`src/rtl/multi_edge_detect.sv`:
```
// Purpose : per-channel synchroniser, debounce filter and edge detector with sticky pending flags and an interrupt.
// Latency : an input change sampled at edge 0 moves level_o at edge SYNC_STAGES+D; edge_o pulses for the following cycle.
// Backpressure: none; every channel updates every cycle and edges are never dropped or queued.
//
// Ports:
//   clk_i      - single clock, all state on its rising edge
//   rst_i      - synchronous active-high reset
//   sign_i     - raw (possibly asynchronous) channel inputs
//   mode_i     - per-channel mode, bits [2i+1:2i]: 00 off, 01 rising, 10 falling, 11 both
//   deb_len_i  - shared debounce length D in clk_i cycles
//   clr_i      - per-channel pending-clear pulse
//   ien_i      - per-channel interrupt enable
//   level_o    - debounced level per channel
//   edge_o     - one-cycle pulse per qualifying edge (combinational from filtered state and mode)
//   pend_o     - sticky pending flags
//   irq_o      - OR of (pend_o AND ien_i)
module multi_edge_detect #(
    parameter int NCH         = 8,
    parameter int SYNC_STAGES = 2,
    parameter int DEB_W       = 8
) (
    input  logic                 clk_i,
    input  logic                 rst_i,
    input  logic [NCH-1:0]       sign_i,
    input  logic [2*NCH-1:0]     mode_i,
    input  logic [DEB_W-1:0]     deb_len_i,
    input  logic [NCH-1:0]       clr_i,
    input  logic [NCH-1:0]       ien_i,
    output logic [NCH-1:0]       level_o,
    output logic [NCH-1:0]       edge_o,
    output logic [NCH-1:0]       pend_o,
    output logic                 irq_o
);

    // Synchroniser chain, stage 0 samples the raw input.
    logic [NCH-1:0]   r_sync [SYNC_STAGES];
    logic [NCH-1:0]   r_filt;
    logic [NCH-1:0]   r_filt_d;
    logic [DEB_W-1:0] r_cnt  [NCH];
    logic [NCH-1:0]   r_pend;

    logic [NCH-1:0]   w_sync;
    logic [NCH-1:0]   w_rise;
    logic [NCH-1:0]   w_fall;
    logic [NCH-1:0]   w_en_rise;
    logic [NCH-1:0]   w_en_fall;
    logic [NCH-1:0]   w_edge;

    assign w_sync = r_sync[SYNC_STAGES-1];

    always_ff @(posedge clk_i) begin
        if (rst_i) begin
            for (int s = 0; s < SYNC_STAGES; s++) begin
                r_sync[s] <= '0;
            end
        end else begin
            r_sync[0] <= sign_i;
            for (int s = 1; s < SYNC_STAGES; s++) begin
                r_sync[s] <= r_sync[s-1];
            end
        end
    end

    // Debounce: the synchronised value must disagree with filt for D+1
    // consecutive edges before filt follows. The >= compare lets a lowered
    // deb_len_i take effect on the very next edge, and also stops cnt at D
    // so it can never wrap.
    always_ff @(posedge clk_i) begin
        if (rst_i) begin
            r_filt   <= '0;
            r_filt_d <= '0;
            for (int i = 0; i < NCH; i++) begin
                r_cnt[i] <= '0;
            end
        end else begin
            r_filt_d <= r_filt;
            for (int i = 0; i < NCH; i++) begin
                if (w_sync[i] == r_filt[i]) begin
                    r_cnt[i] <= '0;
                end else if (r_cnt[i] >= deb_len_i) begin
                    r_filt[i] <= w_sync[i];
                    r_cnt[i]  <= '0;
                end else begin
                    r_cnt[i]  <= r_cnt[i] + DEB_W'(1);
                end
            end
        end
    end

    always_comb begin
        w_en_rise = '0;
        w_en_fall = '0;
        for (int i = 0; i < NCH; i++) begin
            w_en_rise[i] = mode_i[2*i];
            w_en_fall[i] = mode_i[2*i+1];
        end
    end

    assign w_rise = r_filt & ~r_filt_d;
    assign w_fall = r_filt_d & ~r_filt;
    assign w_edge = (w_rise & w_en_rise) | (w_fall & w_en_fall);

    // Pending: a new edge beats a simultaneous clear so no event is lost.
    always_ff @(posedge clk_i) begin
        if (rst_i) begin
            r_pend <= '0;
        end else begin
            r_pend <= (r_pend & ~clr_i) | w_edge;
        end
    end

    assign level_o = r_filt;
    assign edge_o  = w_edge;
    assign pend_o  = r_pend;
    assign irq_o   = |(r_pend & ien_i);

endmodule
```
`config.mk`:
```
export PLATFORM = sky130hd
export DESIGN_NAME = multi_edge_detect
export DESIGN_NICKNAME = d
export VERILOG_FILES = /design/src/rtl/multi_edge_detect.sv
export SDC_FILE = /design/constraint.sdc
export NUM_CORES = 1
export LEC_CHECK = 0
export ABC_AREA = 1
export ABC_CLOCK_PERIOD_IN_PS = 2100
export CAP_MARGIN = 40
export CORE_ASPECT_RATIO = 1.75
export CORE_MARGIN = 1.5
export CORE_UTILIZATION = 40
export DETAILED_ROUTE_END_ITERATION = 10
export SLEW_MARGIN = 5
export SYNTH_ARGS = -nofsm -noshare
export SYNTH_HDL_FRONTEND = slang
export SYNTH_SLANG_ARGS = --single-unit
```
`constraint.sdc`:
```
create_clock -name clk_i -period 2.1 [get_ports clk_i]
set_clock_uncertainty 0.1 [all_clocks]
set_input_delay 0.42 -clock clk_i [delete_from_list [all_inputs] [get_ports clk_i]]
set_output_delay 0.42 -clock clk_i [all_outputs]
set_load 0.01 [all_outputs]
```
==> qor.yml, run 1 <==
clkSinkCount: 104
cpPeakStageDelay_ps: 450
synth-simple-area-share_pct: 20.91
cpLargestDelayFamily: "buffers and inverters"
fmax_ghz: 0.4933
io_pins: 75
vias_per_cell: 4.584
end_kind: "output port"
drc: 0
clock_power_share_pct: 33.2
antenna_cells: 0
finalInstanceArea_um2: 8018
grt_max_degree: 25
cts_hold_buf: 0
synth_xor_area_share_pct: 6.081
grt_pass1_vias: 4848
muxShareOfSynthArea_pct: 0
via_count: 4942
grtUsageMet1_pct: 19.72
ys_seq_elements: 104
insertion_delay_ps: 350
multi_input_area_um2: 3341
switching_share_pct: 26.83
wl_mm: 13.17
nNetsFinal: 1009
cp-start-kind: "input pin"
drive_gt1_share_pct: 9.081
outcome: "finished clean"
synth_cell_types: 31
synth.avg_cell_area_um2: 8.686
start_util_pct: 40.64
path_buf_inv: 3
synth_fa_ha_area_share_pct: 14.55
synth_warnings: 0
path_max_fanout: 2
combPwrFrac_pct: 17.8
placed_cell_area_um2: 7627
cts_max_path_buffers: 2
crit_arrival_ps: 1510
synth_top_family_by_area: "simple AND/OR/NAND/NOR gates"
rows: 60
die_x_um: 97.06
die-height_um: 167.6
drtIter0Drc: 125
grt_util_all_layers_pct: 17.15
finalSetupTns_ps: 0
coreArea_um2: 15240
hold_class: "flop to flop"
synthCells: 713
regArea_um2: 2724
p_switching_uw: 1324
drtPass1Iterations: 4
fin_crit_ps: 2027
power_uw: 4935
use_met3_pct: 2.588
wl_per_cell_um: 12.22
synth-compound-area-share_pct: 7.232
worstSetupPathType: "input pin to output port"
nFillCells: 1456
intPower_uw: 3611
ant_nets: 0
grt-busiest-layer: "met2"
gp_congestion: 0.7848
cts.clk_slew.worst_paths_ps: 70
synthesis.area_um2: 6193
cts_inserted_buffers: 9
finalSetupViolations: 0
irDropWorstVdd_v: 0.0003504
dpl.hpwl_mm: 10.18
cts_root_buf: "clkbuf_16"
final_cell_mix: "124 x nor2_1, 116 x nand2_1, 103 x inv_1, 71 x ha_1"
tritoncts: "built"
overflow: 0
dieArea_um2: 16270
required_ps: 1580
static-leakage-power_uw: 0.003695
crit_chain: "clkdlybuf4s50_1, nand2_1, a21oi_1, buf_4, dlygate4sd2_1"
pwr-share-seq_pct: 48.9
min_period_over_period_pct: 96.53
htree_levels: 3
area_delta_synth_final_pct: 29.45
finalHoldViolCount: 0
portBuffers: 74
cap_violations: 0
synth_seq_area_share_pct: 43.96
maxSlewViolCount: 0
rsz0062_at_grt: "true"
grt_pass1_wl_mm: 22.36
grtUsageMet2_pct: 32.05
grt_antenna_before_repair: 0
final_common_cell: "nor2_1"
slowest_stage: "clkdlybuf4s50_1"
pwr_density_cell_nw_per_um2: 615.6
-- stage by stage --
step | hold slack [ps] | util [%] | worst slack, ps | std cells
finish | 303.7 | 52.61 | 72.86 | 1078
global route | 319.2 | 52.61 | -76.35 | 1078
CTS | 306.7 | 52.31 | 8.939 | 1077
global placement | 289.7 | 50.05 | -344.3 | 1060
detailed placement | 296.6 | 50.05 | -409.9 | 1060
floorplan | 288.3 | - | 338.8 | 776
-- cells in the mapped netlist (all sizes together) --
master  instances  share of area, %
nand4           7              0.81
o21ai          16               1.5
xnor2          17               2.4
ha             72                15
nand3          40               4.0
edfxtp         64                31
buf             2              0.51
nor3            2              0.16
or2             5              0.51
a21o            1              0.12
dfxtp          40                13
o21a            7              0.85
a221oi          2              0.28
nand3b          2              0.24
nand2         118               7.2
xor2           26               3.7
conb            1             0.061
inv           106               6.5
nor2          130               8.0
clkbuf          3              0.20
a21oi          52               4.4
-- layer usage --
| metal | vias up | part of all wire, % |
|---|---|---|
| li1 | 2605 | - |
| met1 | 2238 | 43 |
| met2 | 84 | 52 |
| met3 | 15 | 3.1 |
| met4 | 0 | 1.8 |
| met5 | - | 0 |
-- cell families (layout without fill, tap and decap cells) --
logic type / after synthesis / in the layout
AO/OA/AOI/OAI: 78 / 78
XOR/XNOR: 43 / 43
adder cells (fa/ha/maj): 72 / 72
buffers and inverters: 111 / 227
flip-flops: 104 / 104
other: 1 / 64
AND/OR/NAND/NOR: 304 / 304
-- flip-flops by register name (all words and copies together) (netlist names) --
register / count
r_cnt: 64
r_filt_d: 8
r_sync: 16
pend_o: 8
level_o: 8
-- cell type report --
type	count	area share, %
multi-input cells	561	41.67
clock inverters	4	0.3433
flip-flops and latches	104	33.97
inverters	106	5.072
clock buffers	12	3.215
well taps	186	2.903
repair buffers	105	12.83
-- power by group through the flow --
stage                     logic (µW)  registers (µW)  clock network [µW]
after floorplan                  498            2440                   0
after global placement           863            2460                   0
after detailed placement         875            2460                   0
after CTS                        882            2420                1690
after global routing            1010            2440                1760
final                            880            2420                1640
-- worst paths after layout --
check                  to    startpoint  depth (start not counted)  slack, ps
min          r_sync[0][9]  r_sync[0][1]                          2        300
max reg2reg  r_cnt[0][21]  r_cnt[0][18]                          8        350
max             edge_o[3]     mode_i[7]                          5         70
min reg2reg  r_sync[0][9]  r_sync[0][1]                          2        300
-- what timing repair did --
action                     CTS  global route
gates cloned                 0             0
setup buffers                1             1
resized for setup           18            12
setup endpoints to repair   19            70
pin swaps                    1             2
-- worst reg2reg max path, cell delays in order (launching register included) --
cell      delay (ps)
edfxtp_1         460
ha_1             310
nand2_1           90
inv_1             40
nand2_1           50
nand2_1           40
nand2_1          100
nand4_2          220
a21oi_1          180
Note: power is estimated with default switching activity, not from simulation.
==> inputs of run 2 (changes only) <==
Settings changed: ABC_CLOCK_PERIOD_IN_PS 2100 to 2350, CORE_UTILIZATION 40 to 30.
Clock period 2.1 ns to 2.35 ns, I/O delays scaled along.
==> run 2 against run 1 <==
Against the previous run:
- critical path depth fell by 1
- sequential power fell by 11%
- register-to-register slack gained 290 ps
- wire length grew 0.25%
- total power fell by 12%
- first-iteration DRC count fell by 4.0%
- clock power is 13% lower
- core utilization fell by 13 points
- hold slack got worse by 7.4 ps
- combinational power is 11% lower
==> qor.yml, run 2 (same netlist as run 1, synthesis figures left out) <==
outcome: "finished clean"
fin_crit_ps: 2284
antenna_cells: 0  # unchanged
nFillCells: 2007  # +38%
worstSetupPathType: "input pin to output port"
die_x_um: 111.6  # +15%
path_max_fanout: 2  # unchanged
drc: 0  # unchanged
cts_max_path_buffers: 2  # unchanged
grt_util_all_layers_pct: 13.05  # -4.1 points
htree_levels: 3  # unchanged
via_count: 4919  # -0.47%
wl_per_cell_um: 11.59  # -5.1%
crit_arrival_ps: 1710  # +200 ps
tritoncts: "built"
wl_mm: 13.21  # +0.25%
instances_no_fill: 1139  # +5.7%
static-leakage-power_uw: 0.003703  # +0.23%
end_kind: "output port"
dieArea_um2: 21550  # +32%
vias_per_cell: 4.319  # -5.8%
whs_ps: 296.3  # -7.409 ps
coreArea_um2: 20290  # +33%
start_util_pct: 30.53  # -10 points
rsz0062_at_grt: "false"
regMostFlops: "r_cnt"
final_cell_mix: "127 x nor2_1, 118 x nand2_1, 105 x inv_1, 72 x ha_1, 69 x clkdlybuf4s50_1"
hold_class: "flop to flop"
min_period_over_period_pct: 97.20
cap_violations: 0  # unchanged
placedCellCount: 1123  # +5.9%
pwr_density_cell_nw_per_um2: 541.5  # -12%
finalHoldViolCount: 0  # unchanged
nNetsFinal: 1008  # -0.099%
grt_max_degree: 25  # unchanged
maxSlewViolCount: 0  # unchanged
gp_congestion: 0.7715  # -1.7%
drtPass1Iterations: 4  # unchanged
ant_nets: 0  # unchanged
portBuffers: 74  # unchanged
rows: 69  # +15%
required_ps: 1780  # +200 ps
irDropWorstVdd_v: 0.0003389  # -3.3%
cp-start-kind: "input pin"
clkSinkCount: 104  # unchanged
area_delta_synth_final_pct: 30.10
cts_inserted_buffers: 9  # unchanged
grt_pass1_wl_mm: 22.25  # -0.49%
grt_pass1_vias: 4853  # +0.10%
largest_reg_flops: 64  # unchanged
fmax_ghz: 0.4378
drive_gt1_share_pct: 7.632  # -1.4 points
cts.clk_slew.worst_paths_ps: 70  # about the same
holdPathStages: 2  # unchanged
overflow: 0  # unchanged
final_common_cell: "nor2_1"
rr_worst_depth: 8  # unchanged
top_regs: "r_cnt: 64 flops, r_sync: 16 flops"
drtIter0Drc: 120  # -4.0%
finalSetupViolations: 0  # unchanged
io_pins: 75  # unchanged
insertion_delay_ps: 350  # about the same
grt_antenna_before_repair: 0  # unchanged
die-height_um: 193.1  # +15%
dpl.hpwl_mm: 9.988  # -1.9%
finalSetupTns_ps: 0  # unchanged
cts_root_buf: "clkbuf_16"
-- run 2: cell count changes in the layout (fill, tap and decap cells not counted), moves of 3 or more --
| cell | delta |
|---|---|
| nand3_4 | -4 |
| nand3_2 | +4 |
| dlygate4sd2_1 | -5 |
| buf_4 | -4 |
| nor2_2 | -3 |
| clkdlybuf4s50_1 | +5 |
| nor2_1 | +3 |
| buf_12 | +3 |
-- run 2: path summary, 6_finish.rpt --
check                       end    startpoint  slack [ps]
setup / recovery      edge_o[4]     mode_i[9]          70
hold / removal    r_sync[0][14]  r_sync[0][6]         300
setup reg to reg   r_cnt[0][21]  r_cnt[0][19]         640
hold reg to reg   r_sync[0][14]  r_sync[0][6]         300
-- run 2: area by class of cell --
class	count	area, µm²	share of cell area [%]
flip-flops and latches	104	2723	33.79
well taps	248	310.3	3.851
clock inverters	3	16.27	0.2019
repair buffers	104	1067	13.25
clock buffers	13	260.3	3.230
inverters	106	402.9	5.000
multi-input cells	561	3278	40.68
-- run 2: per-layer routing --
layer,vias to the layer above,global-route usage (%),part of all wire [%]
li1,2603,-,-
met1,2214,15.44,45
met2,87,24.23,50
met3,15,1.844,3.2
met4,0,4.236,1.6
met5,-,0,0
-- run 2: timing repair --
action,CTS,global route
gates cloned,0,0
hold buffers,0,0
gates resized for setup,4,5
buffers inserted,0,0
setup endpoints to repair,3,5
-- run 2: where the power goes --
part           switching [µW]  internal [µW]  total [µW]
Combinational             391            395         786
Clock                     649            773        1420
Sequential                107           2050        2160
-- run 2: critical path: stages --
cell and delay, ps:
clkdlybuf4s50_1 450, nand2_1 50, a21oi_1 170, clkdlybuf4s50_1 570
-- run 2: per-stage QoR --
| stage | total power [µW] | worst slack, ps | instance area [µm²] | utilization [%] |
|---|---|---|---|---|
| 2_1_floorplan | 2623 | 538.8 | 6430 | - |
| 3_3_place_gp | 2974 | -139.6 | 7762 | 38.26 |
| 3_5_place_dp | 2990 | -153.2 | 7762 | 38.26 |
| 4_1_cts | 4433 | 23.90 | 8041 | 39.64 |
| 5_1_grt | 4623 | 0.1079 | 8058 | 39.72 |
| 6_report | 4363 | 65.76 | 8058 | 39.72 |
